### config.mk
export PLATFORM = sky130hd
export DESIGN_NAME = acc_operand_loader
export DESIGN_NICKNAME = d
export VERILOG_FILES = /design/src/rtl/acc_operand_loader.sv
export SDC_FILE = /design/constraint.sdc
export NUM_CORES = 1
export LEC_CHECK = 0
export ABC_AREA = 1
export CELL_PAD_IN_SITES_DETAIL_PLACEMENT = 1
export CELL_PAD_IN_SITES_GLOBAL_PLACEMENT = 1
export CORE_MARGIN = 1
export CORE_UTILIZATION = 39
export DETAILED_ROUTE_END_ITERATION = 10
export PLACE_DENSITY_LB_ADDON = 0.08
export SYNTH_ARGS = -nofsm -noshare
export SYNTH_HDL_FRONTEND = slang
export SYNTH_SLANG_ARGS = --single-unit
### constraint.sdc
create_clock -name clk -period 2.7 [get_ports clk]
set_clock_uncertainty 0.05 [all_clocks]
set_input_delay 0.54 -clock clk [delete_from_list [all_inputs] [get_ports clk]]
set_output_delay 0.54 -clock clk [all_outputs]
set_load 0.05 [all_outputs]
### src/rtl/acc_operand_loader.sv
// -----------------------------------------------------------------------------
// acc_operand_loader
//
// Upstream feeder for the 128-bit accumulator/adder stage (acc). A narrow W-bit
// word stream is assembled into two N-bit operands: BEATS words of operand A,
// then BEATS words of operand B. Each operand arrives least-significant word
// first. The carry-in is taken with the last B word. The complete set is then
// presented to acc together with a one-cycle enable strobe. The operand outputs
// hold their value between issues, so acc always sees a coherent set while the
// next set loads.
//
// Handshake (in_valid / in_ready):
//   A word transfers on a rising clk edge where in_valid and in_ready are both
//   high. The source keeps in_data/in_cin stable until that edge. in_ready
//   depends only on reset and the FSM state, never on in_valid. in_ready is low
//   while reset is high and during the single ISSUE cycle.
//
// Ports:
//   clk        system clock, rising edge
//   reset      synchronous, active-high reset
//   in_valid   source presents a valid word
//   in_ready   loader accepts a word this cycle
//   in_data    operand word (W bits)
//   in_cin     carry-in, sampled only on the last B beat
//   enable     one-cycle issue strobe to acc
//   data_in1   operand A to acc (N bits)
//   data_in2   operand B to acc (N bits)
//   data_cin   carry-in to acc
//   busy       set partially or fully loaded but not yet issued
//   dbg_state  current FSM state (0 LOAD_A, 1 LOAD_B, 2 ISSUE)
// -----------------------------------------------------------------------------
module acc_operand_loader #(
   parameter  int N     = 128,
   parameter  int W     = 32,
   localparam int BEATS = N / W
) (
   input  logic         clk,
   input  logic         reset,
   input  logic         in_valid,
   output logic         in_ready,
   input  logic [W-1:0] in_data,
   input  logic         in_cin,
   output logic         enable,
   output logic [N-1:0] data_in1,
   output logic [N-1:0] data_in2,
   output logic         data_cin,
   output logic         busy,
   output logic [1:0]   dbg_state
);

   // Counter width stays at least one bit, even in the degenerate BEATS == 1 case.
   localparam int CW = (BEATS > 1) ? $clog2(BEATS) : 1;
   localparam logic [CW-1:0] LAST_CNT = CW'(BEATS - 1);

   typedef enum logic [1:0] {
      LOAD_A = 2'd0,
      LOAD_B = 2'd1,
      ISSUE  = 2'd2
   } state_t;

   state_t        state;
   logic [CW-1:0] cnt;
   logic [N-1:0]  stage_a;
   logic [N-1:0]  stage_b;
   logic [N-1:0]  stage_b_next;
   logic          xfer;
   logic          last_beat;

   // in_ready is decoded from reset and state only. It therefore rises in the
   // first cycle after reset deasserts, with no dependence on in_valid.
   always_comb begin
      in_ready  = !reset && (state != ISSUE);
      xfer      = in_valid && in_ready;
      last_beat = (cnt == LAST_CNT);
   end

   // The final B word is written into stage_b on the same edge that loads the
   // output registers. data_in2 must therefore take the merged value, not the
   // stale staging register.
   always_comb begin
      stage_b_next = stage_b;
      stage_b_next[W*cnt +: W] = in_data;
   end

   assign dbg_state = state;

   always_ff @(posedge clk) begin
      if (reset) begin
         state    <= LOAD_A;
         cnt      <= '0;
         stage_a  <= '0;
         stage_b  <= '0;
         enable   <= 1'b0;
         data_in1 <= '0;
         data_in2 <= '0;
         data_cin <= 1'b0;
         busy     <= 1'b0;
      end else begin
         // enable is only ever set on the edge that enters ISSUE, so it is a
         // single-cycle pulse.
         enable <= 1'b0;
         case (state)
            LOAD_A: begin
               if (xfer) begin
                  stage_a[W*cnt +: W] <= in_data;
                  busy                <= 1'b1;
                  if (last_beat) begin
                     cnt   <= '0;
                     state <= LOAD_B;
                  end else begin
                     cnt <= cnt + CW'(1);
                  end
               end
            end
            LOAD_B: begin
               if (xfer) begin
                  stage_b[W*cnt +: W] <= in_data;
                  if (last_beat) begin
                     // The carry-in goes straight to data_cin. It is needed on
                     // this same edge, so it needs no separate staging flop.
                     cnt      <= '0;
                     state    <= ISSUE;
                     enable   <= 1'b1;
                     data_in1 <= stage_a;
                     data_in2 <= stage_b_next;
                     data_cin <= in_cin;
                  end else begin
                     cnt <= cnt + CW'(1);
                  end
               end
            end
            ISSUE: begin
               state <= LOAD_A;
               busy  <= 1'b0;
            end
            default: begin
               state <= LOAD_A;
               cnt   <= '0;
               busy  <= 1'b0;
            end
         endcase
      end
   end

endmodule

==> flow_metrics.env <==
export IMPL_critPathRequiredTime_ns=2.11
export IMPL_worst_pin_slew_ns=1.01
export IMPL_cap_violations=0
export IMPL_instances_no_fill=4032
export IMPL_worstSkewPairLatency_ns=0.61
export IMPL_layout_common_cells="nor2_1 (865), nand2_1 (594), dfxtp_1 (518)"
export IMPL_preCtsSetupSlack_ns=0.125
export IMPL_cts_buffer_depth=3
export IMPL_path_clk_slew_ns=0.06
export IMPL_finalCriticalPeriod_ns=2.58
export IMPL_viasPerCell=5.15
export IMPL_synth_distinct_cells=22
export IMPL_htree_levels=2
export IMPL_reg2regPathDepth=9
export IMPL_gp_congestion=0.855
export IMPL_postCtsSetupRepairBufs=0
export IMPL_grt_pass1_vias=21100
export IMPL_mostFrequentLayoutCell="nor2_1"
export IMPL_tns_ns=0
export IMPL_seq_area_sq_um=10400
export IMPL_p_total_mw=16.2
export IMPL_critPathCaptureType="output port"
export IMPL_synth_cell_area_sq_um=21200
export IMPL_slowest_stage="clkdlybuf4s50_1"
export IMPL_dp_final_hpwl_um=54000
export IMPL_clock_fmax_mhz=388
export IMPL_grt_overflow=0
export IMPL_cpPeakStageDelay_ns=0.91
export IMPL_core_area_sq_um=53700
export IMPL_synth_area_per_cell_sq_um=6.82
export IMPL_dp_cells=3929
export IMPL_hold_viol=0
export IMPL_grt_max_degree=161
export IMPL_multi_input_area_sq_um=8990
export IMPL_cts_buffers=56
export IMPL_rows=85
export IMPL_drc=0
export IMPL_die_width_um=235
export IMPL_path_class="reg -> out"
export IMPL_r2r_end="stage_b[35]$_SDFFE_PP0P_"
export IMPL_start_util_pct=39.4
export IMPL_root_buffer="clkbuf_16"
export IMPL_tritoncts="built"
export IMPL_fillerInstances=6725
export IMPL_cp_depth=1
export IMPL_period_share_pct=95.5
export IMPL_report_final_slew_viol_count=0
export IMPL_vias=20800
export IMPL_io_pins=298
export IMPL_setup_ws_ns=0.123
export IMPL_powerDensity_nw_per_um2=612
export IMPL_synth_cells=3103
export IMPL_r2r_setup_slack_ns=0.16
export IMPL_critPathMaxFanout=7
export IMPL_ant_nets=0
export IMPL_slew_headroom_pct=32.9
export IMPL_final_cell_area_sq_um=26500
export IMPL_grt_pass1_wl_um=120000
export IMPL_rsz0062_at_grt="no"
export IMPL_vdd_drop_max_mv=0.484
export IMPL_hold_class="reg -> reg"
export IMPL_die_h_um=235
export IMPL_cts_resized_gates=0
export IMPL_crit_path_start_kind="flop"
export IMPL_ys_ff_latch=519
export IMPL_path_cells="clkdlybuf4s50_1"
export IMPL_first_pass_iters=5
export IMPL_nNetsFinal=3333
export IMPL_worstPathArrival_ns=1.99
export IMPL_drive_gt1_share_pct=4.50
export IMPL_synthesis_nets=3145
export IMPL_timing_rr_start="cnt[0]$_SDFFE_PP0P_"
export IMPL_die_area_sq_um=55200
export IMPL_whs_path_depth=2
export IMPL_synth_warnings=0
export IMPL_setup_viol_count_final=0
export IMPL_cts_sinks=519
export IMPL_whs_endpoint="stage_b[38]$_SDFFE_PP0P_"
export IMPL_yosysSeqAreaShare_pct=49.1
export IMPL_path_delay_family="buffers and inverters"
export IMPL_wl_per_cell_um=19.2
export IMPL_place_area_sq_um=24700
export IMPL_first_iter_violations=1573
export IMPL_cts_hold_buffers=0
export IMPL_p_leak_nw=11.5
export IMPL_routed_wl_um=77300
export IMPL_groute_usage_overall_pct=27.4
export IMPL_grt_antenna_before_repair=3
export IMPL_portBuffers=297
export IMPL_outcome="complete, no violations"
export IMPL_cp_num_buf_inv=1
export IMPL_synthToLayoutAreaGrowth_pct=25.0
export IMPL_min_from="stage_b[38]$_SDFFE_PP0P_"
==> sequential cells by signal, summed over array words and instances (netlist names), 2 cells and up <==
name and flops:
stage_b 128, data_in1 128, data_in2 128, stage_a 128, cnt 2, dbg_state 2
==> metrics by stage <==
stage	hold slack (ns)	utilization, %
2_1_floorplan	0.394	-
3_3_place_gp	0.401	45.9
3_5_place_dp	0.408	45.9
4_1_cts	0.406	49.2
5_1_grt	0.424	49.2
6_report	0.418	49.3
==> cell type report <==
| cell class | instances | area share (%) |
|---|---|---|
| Sequential cell | 519 | 39.3 |
| Multi-Input combinational cell | 2139 | 34.0 |
| Timing Repair Buffer | 350 | 13.4 |
| Clock buffer | 86 | 6.14 |
| Tap cell | 696 | 3.29 |
| Inverter | 225 | 3.24 |
| Clock inverter | 15 | 0.601 |
| Antenna cell | 2 | 0.0189 |
==> Yosys cell counts (all sizes together) <==
master	n	area, sq um
a21oi	165	826
buf	105	533
clkbuf	115	432
clkinv	3	12.5
dfxtp	519	10400
ha	6	75.1
inv	222	833
nand2	594	2230
nand3	104	521
nand4	8	80.1
nor2	871	3280
nor3	14	70.1
o21ai	377	1890
==> cells by family (layout without fill, tap and decap cells) <==
group | count (synthesis) | in the layout | share of synthesized area, %
AND/OR/NAND/NOR | 1591 | 1591 | 29.2
AO/OA/AOI/OAI | 542 | 542 | 12.8
flip-flops | 519 | 519 | 49.1
buffers and inverters | 445 | 676 | 8.55
adder cells (fa/ha/maj) | 6 | 6 | 0.355
other | 0 | 2 | 0
==> layer usage <==
layer  track usage (%)  wire (um)  share of wire, %  vias to the layer above
li1                  -          -                 -                    10000
met1              35.2      33500                43                    10100
met2              47.4      38100                49                      485
met3              3.42       3570               4.6                      129
met4              9.21       2210               2.9                        2
met5                 0         13             0.017                        -
==> how the worst max path moves through the flow <==
stage	start	end	slack, ns
final	dbg_state[1]$_SDFFE_PP0P_	dbg_state[1]	0.12
after floorplan	dbg_state[0]$_SDFFE_PP0P_	in_ready	0.37
after global placement	in_valid	data_in2[36]$_SDFFE_PP0P_	0.17
after global routing	cnt[0]$_SDFFE_PP0P_	data_in2[51]$_SDFFE_PP0P_	0.06
after CTS	dbg_state[1]$_SDFFE_PP0P_	dbg_state[1]	0.1
after detailed placement	in_valid	data_in2[48]$_SDFFE_PP0P_	0.13
==> report_power, final <==
group / total [mW] / internal [mW] / leakage [nW] / switching, mW
registers: 7.73 / 7.70 / 4.18 / 0.0301
clock network: 7.59 / 4.41 / 0.873 / 3.18
logic: 0.859 / 0.219 / 6.48 / 0.641
(Power assumes the default switching activity.)
